**config.mk**
```make
export PLATFORM = sky130hd
export DESIGN_NAME = line_matcher
export DESIGN_NICKNAME = d
export VERILOG_FILES = /design/src/rtl/line_match_pkg.sv /design/src/rtl/keyword_rom.sv /design/src/rtl/line_matcher.sv
export SDC_FILE = /design/constraint.sdc
export NUM_CORES = 1
export LEC_CHECK = 0
export ABC_AREA = 1
export BUFFER_PORTS_ARGS = -buffer_cell sky130_fd_sc_hd__buf_4
export CORE_UTILIZATION = 45
export DETAILED_ROUTE_END_ITERATION = 7
export PLACE_DENSITY = 0.66
export SYNTH_ARGS = -nofsm -noshare
export SYNTH_HDL_FRONTEND = slang
export SYNTH_SLANG_ARGS = --single-unit
```
**constraint.sdc**
```tcl
create_clock -name clk -period 1.9 [get_ports clk]
set_input_delay 0.57 -clock clk [delete_from_list [all_inputs] [get_ports clk]]
set_output_delay 0.57 -clock clk [all_outputs]
set_load 0.01 [all_outputs]
```
**src/rtl/line_match_pkg.sv**
```systemverilog
// Shared constants and state encoding for the receive-side line matcher.
package line_match_pkg;

    localparam int MAX_LEN = 16;

    localparam logic [7:0] CHAR_CR = 8'h0D;
    localparam logic [7:0] CHAR_LF = 8'h0A;
    localparam logic [7:0] CHAR_BS = 8'h08;

    localparam logic KW_HELLO = 1'b0;
    localparam logic KW_BYE   = 1'b1;

    typedef enum logic [1:0] {
        COLLECT = 2'd0,
        DISCARD = 2'd1,
        COMPARE = 2'd2,
        REPORT  = 2'd3
    } state_t;

    function automatic logic is_print(input logic [7:0] c);
        return (c >= 8'h20) && (c <= 8'h7E);
    endfunction

endpackage

```
**src/rtl/keyword_rom.sv**
```systemverilog
// Two 16-byte keyword slots, zero padded; one-cycle registered read.
module keyword_rom (
    input  logic       clk,
    input  logic [4:0] addr,
    output logic [7:0] data
);

    logic [7:0] word;

    always_comb begin
        word = 8'h00;
        case (addr)
            5'd0:  word = "h";
            5'd1:  word = "e";
            5'd2:  word = "l";
            5'd3:  word = "l";
            5'd4:  word = "o";
            5'd16: word = "b";
            5'd17: word = "y";
            5'd18: word = "e";
            default: word = 8'h00;
        endcase
    end

    always_ff @(posedge clk) begin
        data <= word;
    end

endmodule

```
**src/rtl/line_matcher.sv**
```systemverilog
// Collects an RX line into a 16-byte buffer and, on CR, compares it
// against the keyword ROM, reporting a one-cycle result pulse.
module line_matcher
    import line_match_pkg::*;
(
    input  logic       clk,
    input  logic       rst_n,
    input  logic [7:0] rx_data,
    input  logic       rx_valid,
    output logic       busy,
    output logic       rx_drop,
    output logic       match_valid,
    output logic       match_hit,
    output logic       match_id,
    output logic [4:0] line_len,
    output logic       overflow
);

    localparam logic [4:0] LEN_FULL = 5'(MAX_LEN);
    localparam logic [4:0] ADDR_LAST = 5'd31;

    state_t     state_q, state_d;
    logic [4:0] len_q;
    logic       ovf_q;
    logic [7:0] line_buf [MAX_LEN];

    logic [4:0] addr_q, addr_d_q;
    logic       addr_act_q, cmp_act_q;
    logic       mis0_q, mis1_q;
    logic       mis0_n, mis1_n;
    logic [7:0] rom_data;

    logic       is_cr, is_bs, is_pr;
    logic       cmp_done, cmp_enter;
    logic [3:0] idx;
    logic [7:0] exp_byte;
    logic       byte_miss;

    keyword_rom u_rom (
        .clk  (clk),
        .addr (addr_q),
        .data (rom_data)
    );

    assign is_cr = (rx_data == CHAR_CR);
    assign is_bs = (rx_data == CHAR_BS);
    assign is_pr = is_print(rx_data);

    assign busy        = (state_q == COMPARE) || (state_q == REPORT);
    assign match_valid = (state_q == REPORT);

    assign cmp_done  = cmp_act_q && (addr_d_q == ADDR_LAST);
    assign cmp_enter = (state_q != COMPARE) && (state_d == COMPARE);

    // Bytes past the line end compare against the ROM's zero padding.
    assign idx       = addr_d_q[3:0];
    assign exp_byte  = ({1'b0, idx} < len_q) ? line_buf[idx] : 8'h00;
    assign byte_miss = (rom_data != exp_byte);

    assign mis0_n = mis0_q | (cmp_act_q & ~addr_d_q[4] & byte_miss);
    assign mis1_n = mis1_q | (cmp_act_q &  addr_d_q[4] & byte_miss);

    always_comb begin
        state_d = state_q;
        unique case (state_q)
            COLLECT: begin
                if (rx_valid && is_cr)
                    state_d = COMPARE;
                else if (rx_valid && is_pr && len_q == LEN_FULL)
                    state_d = DISCARD;
            end
            DISCARD: begin
                if (rx_valid && is_cr)
                    state_d = COMPARE;
            end
            COMPARE: begin
                if (cmp_done)
                    state_d = REPORT;
            end
            REPORT: state_d = COLLECT;
            default: state_d = COLLECT;
        endcase
    end

    always_ff @(posedge clk or negedge rst_n) begin
        if (!rst_n) begin
            state_q <= COLLECT;
        end else begin
            state_q <= state_d;
        end
    end

    always_ff @(posedge clk or negedge rst_n) begin
        if (!rst_n) begin
            len_q <= '0;
            ovf_q <= 1'b0;
        end else if (state_q == REPORT) begin
            len_q <= '0;
            ovf_q <= 1'b0;
        end else if (state_q == COLLECT && rx_valid) begin
            unique case (1'b1)
                is_pr: begin
                    if (len_q == LEN_FULL)
                        ovf_q <= 1'b1;
                    else
                        len_q <= len_q + 5'd1;
                end
                is_bs: begin
                    if (len_q != 5'd0)
                        len_q <= len_q - 5'd1;
                end
                (rx_data == CHAR_LF): ;
                default: ;
            endcase
        end
    end

    always_ff @(posedge clk) begin
        if (state_q == COLLECT && rx_valid && is_pr && len_q != LEN_FULL)
            line_buf[len_q[3:0]] <= rx_data;
    end

    always_ff @(posedge clk or negedge rst_n) begin
        if (!rst_n) begin
            addr_q     <= '0;
            addr_d_q   <= '0;
            addr_act_q <= 1'b0;
            cmp_act_q  <= 1'b0;
            mis0_q     <= 1'b0;
            mis1_q     <= 1'b0;
        end else begin
            addr_d_q  <= addr_q;
            cmp_act_q <= addr_act_q;
            if (cmp_enter) begin
                addr_q     <= '0;
                addr_act_q <= 1'b1;
                mis0_q     <= 1'b0;
                mis1_q     <= 1'b0;
            end else begin
                if (addr_act_q) begin
                    addr_q <= addr_q + 5'd1;
                    if (addr_q == ADDR_LAST)
                        addr_act_q <= 1'b0;
                end
                mis0_q <= mis0_n;
                mis1_q <= mis1_n;
            end
        end
    end

    // Results are latched from the final flag values so they are
    // already stable in the REPORT cycle and hold afterwards.
    always_ff @(posedge clk or negedge rst_n) begin
        if (!rst_n) begin
            rx_drop   <= 1'b0;
            match_hit <= 1'b0;
            match_id  <= KW_HELLO;
            line_len  <= '0;
            overflow  <= 1'b0;
        end else begin
            rx_drop <= rx_valid & busy;
            if (cmp_done) begin
                match_hit <= ~ovf_q & (~mis0_n | ~mis1_n);
                match_id  <= (mis0_n & ~mis1_n) ? KW_BYE : KW_HELLO;
                line_len  <= len_q;
                overflow  <= ovf_q;
            end
        end
    end

endmodule

```
Yosys cells after proc, flatten, opt, wreduce, memory -nomap -nowiden
Memories as Yosys holds them, arrays and structs flattened. A register that Yosys moved wholly into a read port is not among the register bits.
Cells that the tools add are included.
{"block": "word_totals", "latchBits": 0, "output_inout_bits": 11, "regBits": 39, "rom_bits": 224, "wordCells": 95, "ramBits": 128, "inputBits": 11, "mem_count": 2}
{"block": "op_classes", "addsub": 3, "n_reduce_logical": 19, "shift": 0, "multipliers": 0, "n_bitwise": 14, "eq_ne": 14, "n_div": 0, "mux": 25, "magnitude_cmp": 3}
{"memory": "(name not given)", "words": 32, "width": 7, "read_ports": 1, "rd_ports_with_merged_regs": 1, "wr": 0, "line_no": "keyword_rom.sv:12", "source": "case (addr)"}
{"memory": "line_buf", "words": 16, "width": 8, "read_ports": 1, "rd_ports_with_merged_regs": 0, "wr": 1, "line_no": "line_matcher.sv:25", "source": "logic [7:0] line_buf [MAX_LEN];"}
{"op": "two-way mux 5 bit", "n": 6}
{"op": "== test 8 x 4 -> 1 bit, second input constant", "n": 2}
{"op": "== test 5 bit, second input constant", "n": 3}
{"op": "two-way mux 1 bit", "n": 12}
{"op": "adder 5 x 1 -> 5 bit, second input constant", "n": 2}
{"op": "one-hot mux 5 bit (2 select lines)", "n": 1}
{"op": "logical AND 1 bit", "n": 9}
{"op": "greater-or-equal comparator 8 x 6 -> 1 bit, second input constant", "n": 1}
{"op": "less-or-equal comparator 8 x 7 -> 1 bit, second input constant", "n": 1}
{"op": "two-way mux 2 bit", "n": 4}
{"op": "two-way mux 8 bit", "n": 1}
{"op": "!= test 8 bit", "n": 1}
{"op": "one-hot mux 2 bit (4 select lines)", "n": 1}
{"op": "nonzero test 2 bit", "n": 4}
{"op": "bitwise AND 1 bit", "n": 7}
{"op": "== test 2 bit, second input constant", "n": 3}
{"op": "less-than comparator 4 x 5 -> 1 bit", "n": 1}
{"op": "!= test 5 bit, second input constant", "n": 1}
{"op": "nonzero test 5 bit", "n": 1}
{"op": "subtractor 5 x 1 -> 5 bit, second input constant", "n": 1}
{"op": "inverter 1 bit", "n": 4}
{"op": "AND reduction 4 bit", "n": 1}
{"op": "!= test 3 x 2 -> 1 bit, second input constant", "n": 1}
{"op": "!= test 3 bit, second input constant", "n": 1}
{"op": "7 further kinds", "n": 9}

Longest topological paths before layout
Gate-level depths: netlist of the first run.
{"block": "depth", "word_depth": 10, "ltp_mapped": 20}

By module
A second synthesis of the first run with hierarchy kept.
{"block": "hier_totals", "hier_cells": 711, "area_unflattened_um2": 7343.3}
{"mod": "line_matcher", "n_inst": 1, "cells_per_inst": 665, "area_per_inst_um2": 6999.2}
{"mod": "keyword_rom", "n_inst": 1, "cells_per_inst": 46, "area_per_inst_um2": 344.1}

Worst setup path after synthesis of the first run
OpenSTA, ideal clock, no wires.
{"block": "synth_path", "path_kind": "input to register", "startpoint": "input rx_data[4]", "endpoint": "register len_q[4]", "setup_ns": 0.132, "path_stages": 9, "path_slack_ns": -0.241, "t_arrival_ns": 2.009, "cell_sequence": "nor4_1 -> nand2_1 -> inv_1 -> ha_1 -> nand2_1 -> nand2_1 -> a21oi_1 -> xor2_1 -> o22ai_1"}
{"block": "synth_via", "elab_chain_cells": 5, "elab_cells_between_ends": 11, "classes_between": "2 x order compare; 3 x eq/ne; 3 x mux; 3 x reduce/logical"}
{"item": "start: declaration", "line_no": "line_matcher.sv:8", "source": "input logic [7:0] rx_data,"}
{"item": "greater-or-equal comparator 8 x 6 -> 1 bit / less-or-equal comparator 8 x 7 -> 1 bit (equally long branches)", "line_no": "line_match_pkg.sv:21", "source": "return (c >= 8'h20) && (c <= 8'h7E);"}
{"item": "logical AND 1 bit", "line_no": "line_match_pkg.sv:21"}
{"item": "one-hot mux 5 bit (2 select lines)", "line_no": "line_matcher.sv:101", "source": "unique case (1'b1)"}
{"item": "two-way mux 5 bit", "line_no": "line_matcher.sv:100", "source": "end else if (state_q == COLLECT && rx_valid) begin"}
{"item": "two-way mux 5 bit", "line_no": "line_matcher.sv:97", "source": "end else if (state_q == REPORT) begin"}
{"item": "end signal: assignment", "line_no": "line_matcher.sv:106", "source": "len_q <= len_q + 5'd1;"}
{"item": "end signal: assignment", "line_no": "line_matcher.sv:110", "source": "len_q <= len_q - 5'd1;"}
{"item": "end: declaration", "line_no": "line_matcher.sv:23", "source": "logic [4:0] len_q;"}
Several ways; a longest one is shown, not always the timed one. The select of a mux whose other input is x is not followed.
A chain may end at the register's enable or synchronous reset.

Final worst setup path of the first run
{"block": "layout_path", "startpoint": "register addr_d_q[1]", "endpoint": "register match_hit"}
{"block": "layout_via", "elab_chain_cells": 8, "elab_cells_between_ends": 14, "classes_between": "1 x order compare; 2 x eq/ne; 1 x mux; 8 x bitwise; 1 x reduce/logical; 1 x memory"}
{"item": "start: declaration", "line_no": "line_matcher.sv:27", "source": "logic [4:0] addr_q, addr_d_q;"}
{"item": "start signal: assignment", "line_no": "line_matcher.sv:132", "source": "addr_d_q <= addr_q;"}
{"item": "memory (16 x 8 bit) / less-than comparator 4 x 5 -> 1 bit (equally long branches)"}
{"item": "two-way mux 8 bit", "line_no": "line_matcher.sv:57", "source": "assign exp_byte = ({1'b0, idx} < len_q) ? line_buf[idx] : 8'h00;"}
{"item": "!= test 8 bit", "line_no": "line_matcher.sv:58", "source": "assign byte_miss = (rom_data != exp_byte);"}
{"item": "bitwise AND 1 bit (on tied branches)", "line_no": "line_matcher.sv:60, line_matcher.sv:61"}
{"item": "OR 1 bit (on tied branches)", "line_no": "line_matcher.sv:60, line_matcher.sv:61"}
{"item": "inverter 1 bit", "line_no": "line_matcher.sv:163", "source": "match_hit <= ~ovf_q & (~mis0_n | ~mis1_n);"}
{"item": "OR 1 bit", "line_no": "line_matcher.sv:163"}
{"item": "bitwise AND 1 bit", "line_no": "line_matcher.sv:163"}
{"item": "end signal: assignment", "line_no": "line_matcher.sv:163"}
{"item": "end: declaration", "line_no": "line_matcher.sv:13", "source": "output logic match_hit,"}
Several ways; a longest one is shown, not always the timed one.

==> results of run 1 <==
cell type report:
class | count | area share
sequential | 165 | 0.5126
tap | 211 | 0.02853
clock buffer | 18 | 0.04638
multi-input combinational | 446 | 0.2603
clock inverter | 14 | 0.01217
timing repair buffer | 119 | 0.1159
inverter | 56 | 0.02407
final timing paths:
check	start	endpoint	slack, ps	cells after the start
hold / removal	rst_n	addr_q[2]$_DFFE_PN0P_	60	1
min in group clk	rx_valid	rx_drop$_DFF_PN0_	350	3
setup / recovery	addr_d_q[1]$_DFF_PN0_	match_hit$_DFFE_PN0P_	-270	17
max in group asynchronous	rst_n	addr_d_q[0]$_DFF_PN0_	1530	1
hold reg to reg	addr_q[0]$_DFFE_PN0P_	addr_d_q[0]$_DFF_PN0_	470	0
setup reg to reg	addr_d_q[1]$_DFF_PN0_	match_hit$_DFFE_PN0P_	-270	17
repair_timing:
item	in CTS	in global routing
setup endpoints to repair	101	118
pin swaps	24	20
gates resized for setup	34	40
gates cloned	1	1
setup buffers	4	6
hold endpoints to repair	0	0
metal layers:
layer	wire [um]	global-route usage	vias to the layer above
met3	1000	0.04990	45
met4	588	0.09758	0
met2	9138	0.3876	188
met5	0	0	-
li1	-	-	2576
met1	7762	0.3046	2643
cell families (layout without fill, tap and decap cells):
group,count (synthesis),in the layout
simple gates,390,390
flops,165,165
buf+inv,81,207
compound gates,38,38
fa+ha+maj,14,14
xor+xnor,4,4
state kept, by name, indices dropped and copies added, names as in the netlist, 2 cells and up:
register	flops
addr_d_q	5
addr_q	5
len_q	5
line_buf	128
line_len	5
state_q	2
u_rom.data	6
cell usage in the layout, fill, tap and decap left out, types with 6 or more instances in the layout:
master | Yosys | routed
buf_12 | 0 | 7
buf_4 | 4 | 98
buf_6 | 9 | 11
clkbuf_16 | 0 | 18
dfrtp_1 | 31 | 28
dfxtp_1 | 6 | 6
edfxtp_1 | 128 | 128
ha_1 | 13 | 9
inv_1 | 53 | 47
inv_2 | 3 | 7
nand2_1 | 205 | 192
nand2_2 | 0 | 11
nand3_1 | 115 | 99
nand3_2 | 0 | 12
nand4_1 | 6 | 6
nor2_1 | 56 | 36
nor2_2 | 0 | 15
o21ai_0 | 20 | 19
per-stage QoR:
| step | hold WS [ps] | total power, mW | setup WS [ps] | cell area [um2] | utilization |
|---|---|---|---|---|---|
| floorplan | 274.4 | 7.854 | -131.0 | 7313 | - |
| global placement | 451.7 | 9.620 | -394.6 | 8278 | 0.5366 |
| detailed placement | 451.7 | 9.733 | -449.2 | 8278 | 0.5366 |
| CTS | 58.95 | 13.41 | -229.8 | 9021 | 0.5848 |
| global route | 79.98 | 14.53 | -432.2 | 9253 | 0.5998 |
| finish | 59.94 | 13.75 | -268.9 | 9253 | 0.5998 |
worst max-delay path: cells and delay by family, from the launching register on:
kind	cells	cell delay [ps]
AND/OR/NAND/NOR	14	1190
buffers and inverters	3	470
flip-flops	1	440
power breakdown:
| group | switching (mW) | leakage (nW) | internal, mW |
|---|---|---|---|
| Sequential | 0.290 | 1.59 | 4.25 |
| Combinational | 3.66 | 1.97 | 2.42 |
| Clock | 1.35 | 0.249 | 1.78 |
==> results.yml, run 1 <==
power:
  vdd_drop_max_v: 0.0007483
  power.density_nw_per_um2: 1486
  power_leakage_nw: 3.808
synthesis:
  avgSynthCellArea_um2: 10.42
  synth-compound-area-share: 0.02949
  yosys.area_share.simple: 0.2281
  synthAdderAreaFrac: 0.02533
  async_flop_share: 0.1879
  synth.area.mux_share: 0
  synth_cells: 692
  synth_seq_cells: 165
  yosys_warnings: 0
  ys_seq_area_frac: 0.6572
  syn_nets: 717
  synth_area_um2: 7212
  synthTopCellsByArea: "edfxtp_1 53%, dfrtp_1 11%, nand2_1 11%, nand3_1 8.0%, nor2_1 2.9%"
  synth_cell_types: 30
  synth_top_flop_cell: "edfxtp_1"
  synth_top_family_by_area: "simple AND/OR/NAND/NOR gates"
  synth_top_area_cell: "edfxtp_1"
  synth_top_area_share: 0.5330
  ys_top_cells_by_count: "205 x nand2_1, 128 x edfxtp_1, 115 x nand3_1"
  synth_edf_count: 128
  synth_most_common_cell: "nand2_1"
  yosys.area_share.xor_xnor: 0.004858
global_routing:
  overflow: 0
  antenna_found_initial: 0
  first_global_vias: 5353
  grt_pass1_wl_um: 28320
  grt_usage: 0.2356
  grt_max_degree: 66
outcome:
  status: "finished, violations left"
  violations: "setup timing"
timing:
  setup_ws_ps: -268.9
  period_minus_slack_ps: 2169
  tightest_slew_ps: 457.4
  drv_slew: 0
  fin_skew_ps: 5.533
  setup_violations: 5
  totalNegativeSetupSlack_ps: -893.9
  fmax_mhz: 461.1
  hold_viol: 0
  min_period_over_period: 1.142
  rsz0062_at_grt: "yes"
  max-slew-margin-rel: 0.6943
setup_path:
  crit_type: "flip-flop to flip-flop"
  worst_path_largest_cell_delay_ps: 440
  critPathMostFrequentCell: "nand2_1"
  crit_path_max_fanout: 8
  cp.required_ps: 2270
  cp-start-kind: "flip-flop"
  arrival_ps: 2540
  slowest_stage: "dfrtp_2"
  cp-end-kind: "flip-flop"
  cp_cell_sequence: "buf_6 -> inv_8 -> bufbuf_16 -> nand3_1 -> nand3_1 -> nand3_2 -> nand3_2 -> nor2_1 -> nor2_1 -> nand2_1 -> nor2_2 -> nand2_2 -> nand2_2 -> nand2_2 -> nand2_1 -> nand2_1 -> nand2_1"
job:
  maxCapViolations: 0
floorplan:
  die_height_um: 128.6
  initial_core_util: 0.4675
  rows: 45
  io_pins: 22
  core-area_um2: 15430
  die_x_um: 128.6
  dieArea_um2: 16540
cts:
  numCtsBuffers: 17
  clockBufferDepth: 2
  clk_pin_slew_worst_paths_ps: 60
  cts_sinks: 165
  cts-htree-levels: 4
  worstSkewPairLatency_ps: 430
  cts_tree: "yes"
  root_buffer: "clkbuf_16"
  hold_buffers: 0
cells_and_area:
  insertedDiodeCount: 0
  multi_input_area_um2: 2409
  drive_above_1_share: 0.2738
  instances_no_fill: 1029
  syn_to_final_growth_pct: 28.30
  final.fill_count: 1287
  final_nets: 830
  regArea_um2: 4743
hold_path:
  holdCritPathClass: "primary input to asynchronous set/reset pin"
placement:
  dp.final_hpwl_um: 12550
  io_buffer_count: 21
  gp_congestion: 0.9347
  place_inst: 986
detailed_routing:
  wire_per_inst_um: 17.97
  drt_first_iter_violations: 528
  detail-route-antenna-nets: 0
  viasPerCell: 5.298
  drt-total-wl_um: 18490
  drc: 0
  drtPass1Iterations: 5
  via_count: 5452
(Power assumes the default switching activity.)
==> run 2, diff against run 1 <==
--- a/config.mk
+++ b/config.mk
@@ -9,7 +9,8 @@
 export BUFFER_PORTS_ARGS = -buffer_cell sky130_fd_sc_hd__buf_4
 export CORE_UTILIZATION = 45
 export DETAILED_ROUTE_END_ITERATION = 7
-export PLACE_DENSITY = 0.66
+export PLACE_DENSITY = 0.64
 export SYNTH_ARGS = -nofsm -noshare
 export SYNTH_HDL_FRONTEND = slang
 export SYNTH_SLANG_ARGS = --single-unit
+export TNS_END_PERCENT = 100
==> constraint.sdc (replaced) <==
create_clock -name clk -period 2 [get_ports clk]
set_input_delay 0.6 -clock clk [delete_from_list [all_inputs] [get_ports clk]]
set_output_delay 0.6 -clock clk [all_outputs]
set_load 0.01 [all_outputs]
==> results.yml, run 2 (synthesis gave the netlist of run 1 again) <==
setup_path:
  crit_path_max_fanout: 7
  cp-start-kind: "flip-flop"
  r2r-start: "addr_d_q[2]$_DFF_PN0_"
  timing.rr.end: "match_id$_DFFE_PN0P_"
  crit_type: "flip-flop to flip-flop"
  cp-end-kind: "flip-flop"
  cp_cell_sequence: "ha_4 -> a21oi_2 -> o21ai_2 -> nor2_2 -> buf_6 -> nand3_2 -> nand2_1 -> nand2_1 -> inv_1 -> nand2_1 -> nor2_2 -> nand2_2 -> nand2_2 -> nand2_2 -> nand3_2 -> nand2_1"
  arrival_ps: 2480
  slowest_stage: "dfrtp_1"
  critPathMostFrequentCell: "nand2_1"
  cp.required_ps: 2320
  regToRegSetupSlack_ps: -150
  worst_path_largest_cell_delay_ps: 430
  r2r_cells: 16
floorplan:
  initial_core_util: 0.4675
  dieArea_um2: 16540
  rows: 45
  die_height_um: 128.6
  core-area_um2: 15430
  die_x_um: 128.6
  io_pins: 22
placement:
  gp_congestion: 0.9125
  dp.final_hpwl_um: 12560
  io_buffer_count: 21
  dp_slack_ps: -366.8
global_routing:
  grt_max_degree: 38
  grt_pass1_wl_um: 28380
  overflow: 0
  first_global_vias: 5347
  grt_usage: 0.2356
  antenna_found_initial: 0
timing:
  hold_ws_ps: 93.31
  rsz0062_at_grt: "yes"
  fmax_mhz: 464.3
  max-slew-margin-rel: 0.6964
  setup_violations: 4
  period_minus_slack_ps: 2154
  totalNegativeSetupSlack_ps: -459.1
  hold_viol: 0
  min_period_over_period: 1.077
  drv_slew: 0
  setup_ws_ps: -153.7
  tightest_slew_ps: 454.4
  fin_skew_ps: 8.042
outcome:
  status: "finished, violations left"
  violations: "setup timing"
cts:
  root_buffer: "clkbuf_16"
  cts-htree-levels: 4
  worstSkewPairLatency_ps: 430
  cts_tree: "yes"
  clockBufferDepth: 2
  cts_sinks: 165
  hold_buffers: 0
  clk_pin_slew_worst_paths_ps: 60
  numCtsBuffers: 17
detailed_routing:
  viasPerCell: 5.376
  drtPass1Iterations: 5
  wire_per_inst_um: 18.10
  drt-total-wl_um: 18450
  detail-route-antenna-nets: 0
  drc: 0
  drt_first_iter_violations: 613
  via_count: 5478
power:
  vdd_drop_max_v: 0.0008333
  p_switching_mw: 4.984
  p_sw_frac: 0.3750
  power_leakage_nw: 3.785
  p_clk_frac: 0.243
  internal_power_mw: 8.307
  combPwrFrac: 0.432
  power.density_nw_per_um2: 1453
  power_frac_seq: 0.324
cells_and_area:
  layout_common_cells: "195 x nand2_1, 128 x edfxtp_1, 104 x nand3_1"
  drive_above_1_share: 0.2364
  mostFrequentLayoutCell: "nand2_1"
  final_nets: 820
  syn_to_final_growth_pct: 26.80
  insertedDiodeCount: 0
  largest_reg_flops: 128
job:
  maxCapViolations: 0
hold_path:
  holdCritPathClass: "primary input to asynchronous set/reset pin"
-- run 2: power groups by stage --
stage / registers (mW) / clock network, mW / logic, mW
after floorplan: 4.36 / 0 / 3.08
after global placement: 4.36 / 0 / 4.82
after detailed placement: 4.37 / 0 / 4.93
after CTS: 4.31 / 3.26 / 5.17
after global routing: 4.35 / 3.40 / 6.28
final: 4.31 / 3.23 / 5.74
-- run 2: critical path: cells and delay by family, from the launching register on --
kind,cells,cell delay (ps)
buffers and inverters,2,220
AO/OA/AOI/OAI,2,220
flip-flops,1,430
adder cells (fa/ha/maj),1,270
AND/OR/NAND/NOR,11,900
-- run 2: final cells by class --
class	instances	area, um2
inverters	56	217.7
flip-flops and latches	165	4741
fillers	1236	6282
multi-input cells	446	2327
clock inverters	14	157.7
clock buffers	18	429.2
well taps	211	264.0
repair buffers	109	1008
-- run 2: worst max-delay path by stage --
stage                           from                         to
5_1_grt         len_q[2]$_DFFE_PN0P_      match_hit$_DFFE_PN0P_
6_report       addr_d_q[2]$_DFF_PN0_       match_id$_DFFE_PN0P_
3_3_place_gp              rx_data[5]   line_buf[4][4]$_DFFE_PP_
2_1_floorplan               rx_valid  line_buf[12][0]$_DFFE_PP_
3_5_place_dp              rx_data[5]   line_buf[5][0]$_DFFE_PP_
4_1_cts         len_q[2]$_DFFE_PN0P_       match_id$_DFFE_PN0P_
-- run 2: repair_timing --
action / CTS / global route
pin swaps: 5 / 14
hold endpoints to repair: 0 / 0
endpoints found under the setup margin: 53 / 127
gates resized for setup: 14 / 45
cloned: 1 / 2
buffers inserted: 2 / 5
-- run 2: per-layer routing --
| layer | share of wire | wire (um) | vias up | track usage |
|---|---|---|---|---|
| li1 | - | - | 2553 | - |
| met1 | 0.42 | 7746 | 2680 | 0.3011 |
| met2 | 0.49 | 9071 | 196 | 0.3844 |
| met3 | 0.056 | 1036 | 49 | 0.05114 |
| met4 | 0.032 | 593 | 0 | 0.1107 |
| met5 | 0 | 0 | - | 0 |
-- run 2: metrics by stage --
step	std cells	power [mW]	utilization	cell area, um2
after global placement	981	9.181	0.5350	8253
after CTS	1016	12.74	0.5773	8906
after detailed placement	981	9.300	0.5350	8253
after floorplan	692	7.434	-	7276
after global routing	1019	14.03	0.5928	9145
final	1019	13.29	0.5928	9145
==> run 3, diff against run 2 <==
--- a/config.mk
+++ b/config.mk
@@ -7,9 +7,9 @@
 export LEC_CHECK = 0
 export ABC_AREA = 1
 export BUFFER_PORTS_ARGS = -buffer_cell sky130_fd_sc_hd__buf_4
-export CORE_UTILIZATION = 45
+export CORE_UTILIZATION = 50
 export DETAILED_ROUTE_END_ITERATION = 7
-export PLACE_DENSITY = 0.64
+export PLACE_DENSITY = 0.69
 export SYNTH_ARGS = -nofsm -noshare
 export SYNTH_HDL_FRONTEND = slang
 export SYNTH_SLANG_ARGS = --single-unit
==> constraint.sdc (replaced) <==
create_clock -name clk -period 2 [get_ports clk]
set_input_delay 0.4 -clock clk [delete_from_list [all_inputs] [get_ports clk]]
set_output_delay 0.4 -clock clk [all_outputs]
set_load 0.01 [all_outputs]
==> results.yml, run 3 (synthesis gave the netlist of run 1 again) <==
timing:
  totalNegativeSetupSlack_ps: -512.5
  tightest_slew_ps: 384.2
  hold_ws_ps: 163.8
  setup_ws_ps: -163.0
  min_period_over_period: 1.081
  fmax_mhz: 462.3
  setup_violations: 4
  fin_skew_ps: 7.481
  rsz0062_at_grt: "yes"
  drv_slew: 0
  hold_viol: 0
  period_minus_slack_ps: 2163
  max-slew-margin-rel: 0.7439
cells_and_area:
  fin_util: 0.6665
  mostFrequentLayoutCell: "nand2_1"
  drive_above_1_share: 0.2720
  design_area_um2: 9323
  layout_common_cells: "193 x nand2_1, 128 x edfxtp_1, 97 x buf_4"
  final_nets: 832
  largest_reg_flops: 128
  instances_no_fill: 1000
  final.fill_count: 1039
  insertedDiodeCount: 0
  syn_to_final_growth_pct: 29.27
placement:
  dp.final_hpwl_um: 11780
  dpl_cell_area_um2: 8164
  place_inst: 953
  gp_congestion: 0.9123
  dp_slack_ps: -295.1
  io_buffer_count: 21
power:
  p_switching_mw: 5.248
  internal_power_mw: 8.609
  total_power_mw: 13.86
  vdd_drop_max_v: 0.0007154
  p_clk_frac: 0.241
  p_sw_frac: 0.3787
  power_leakage_nw: 3.910
  power.density_nw_per_um2: 1486
  combPwrFrac: 0.448
  power_frac_seq: 0.311
detailed_routing:
  detail-route-antenna-nets: 0
  drt-met1-wl_um: 7693
  via_count: 5501
  drt-total-wl_um: 18620
  wl_met2_um: 9209
  wire_per_inst_um: 18.62
  highest_layer: "met4"
  drc: 0
  met3WireLength_um: 1231
  drtPass1Iterations: 5
  viasPerCell: 5.501
  drt_first_iter_violations: 554
global_routing:
  grt_usage: 0.2549
  grt_max_degree: 42
  antenna_found_initial: 0
  grt_pass1_wl_um: 27590
  first_global_vias: 5213
  overflow: 0
floorplan:
  die_x_um: 122.1
  rows: 43
  die_height_um: 122.1
  io_pins: 22
  core-area_um2: 13990
  dieArea_um2: 14910
  initial_core_util: 0.5156
setup_path:
  crit_type: "flip-flop to flip-flop"
  crit_path_max_fanout: 6
  cp-start-kind: "flip-flop"
  cp.required_ps: 2370
  cp-end-kind: "flip-flop"
  arrival_ps: 2530
cts:
  clockBufferDepth: 2
  cts-htree-levels: 4
  clk_pin_slew_worst_paths_ps: 60
  cts_sinks: 165
  root_buffer: "clkbuf_16"
  cts_tree: "yes"
  numCtsBuffers: 17
  worstSkewPairLatency_ps: 430
job:
  maxCapViolations: 0
hold_path:
  holdCritPathClass: "primary input to flip-flop"
outcome:
  violations: "setup timing"
  status: "finished, violations left"
## run 3: changes by cell type in the layout (fill, tap and decap cells not counted), sizes merged
cell         change
buf              +9
clkbuf           +2
clkinv           -1
clkinvlp         +1
dlygate4sd3      +1
## run 3: repair_timing
item                                    in CTS  in global routing
gates cloned                                 4                  4
hold buffers                                 1                  0
endpoints found under the setup margin     100                118
gates resized for setup                     24                 52
buffers inserted                             4                  2
pin swaps                                   15                 29
hold endpoints to repair                    31                  0
## run 3: power by group through the flow
stage / Sequential [mW] / Clock [mW] / Combinational (mW)
3_5_place_dp: 4.38 / 0 / 4.74
4_1_cts: 4.32 / 3.36 / 5.37
3_3_place_gp: 4.38 / 0 / 4.66
5_1_grt: 4.35 / 3.50 / 6.71
2_1_floorplan: 4.36 / 0 / 3.07
6_report: 4.31 / 3.34 / 6.20
## run 3: worst max-delay path, stage by stage (launching register included)
cell and delay, ps:
dfrtp_2 440, buf_12 160, buf_12 130, or2_4 240, nand2_2 60, a21oi_2 50
nor2_1 210, nor2_2 80, nor2_1 100, nand2_1 60, nor2_1 110, nand2_2 100
nand2_2 90, nand2_2 60, nand2_1 80, nand2_1 60, nand2_1 60
## run 3: layout make-up
class / count / area (um2) / area share
Clock buffer: 18 / 429.2 / 0.04603
Clock inverter: 14 / 177.7 / 0.01906
Inverter: 56 / 215.2 / 0.02308
Multi-Input combinational cell: 446 / 2346 / 0.2516
Sequential cell: 165 / 4742 / 0.5087
Tap cell: 180 / 225.2 / 0.02416
Timing Repair Buffer: 121 / 1187 / 0.1274
## run 3: path summary, 6_finish.rpt
check	cells after the start	slack, ps	startpoint	endpoint
worst min-delay path	3	160	rx_valid	rx_drop$_DFF_PN0_
max in group asynchronous	2	1260	rst_n	addr_d_q[1]$_DFF_PN0_
worst min register to register	0	470	addr_q[0]$_DFFE_PN0P_	addr_d_q[0]$_DFF_PN0_
min in group asynchronous	2	440	rst_n	addr_q[4]$_DFFE_PN0P_
worst max-delay path	16	-160	addr_d_q[0]$_DFF_PN0_	match_hit$_DFFE_PN0P_
worst max register to register	16	-160	addr_d_q[0]$_DFF_PN0_	match_hit$_DFFE_PN0P_
## run 3: routing by layer
layer  up-vias  global-route usage
li1       2581                   -
met1      2670              0.3447
met2       216              0.4054
met3        34             0.04682
met4         0              0.1082
met5         -                   0
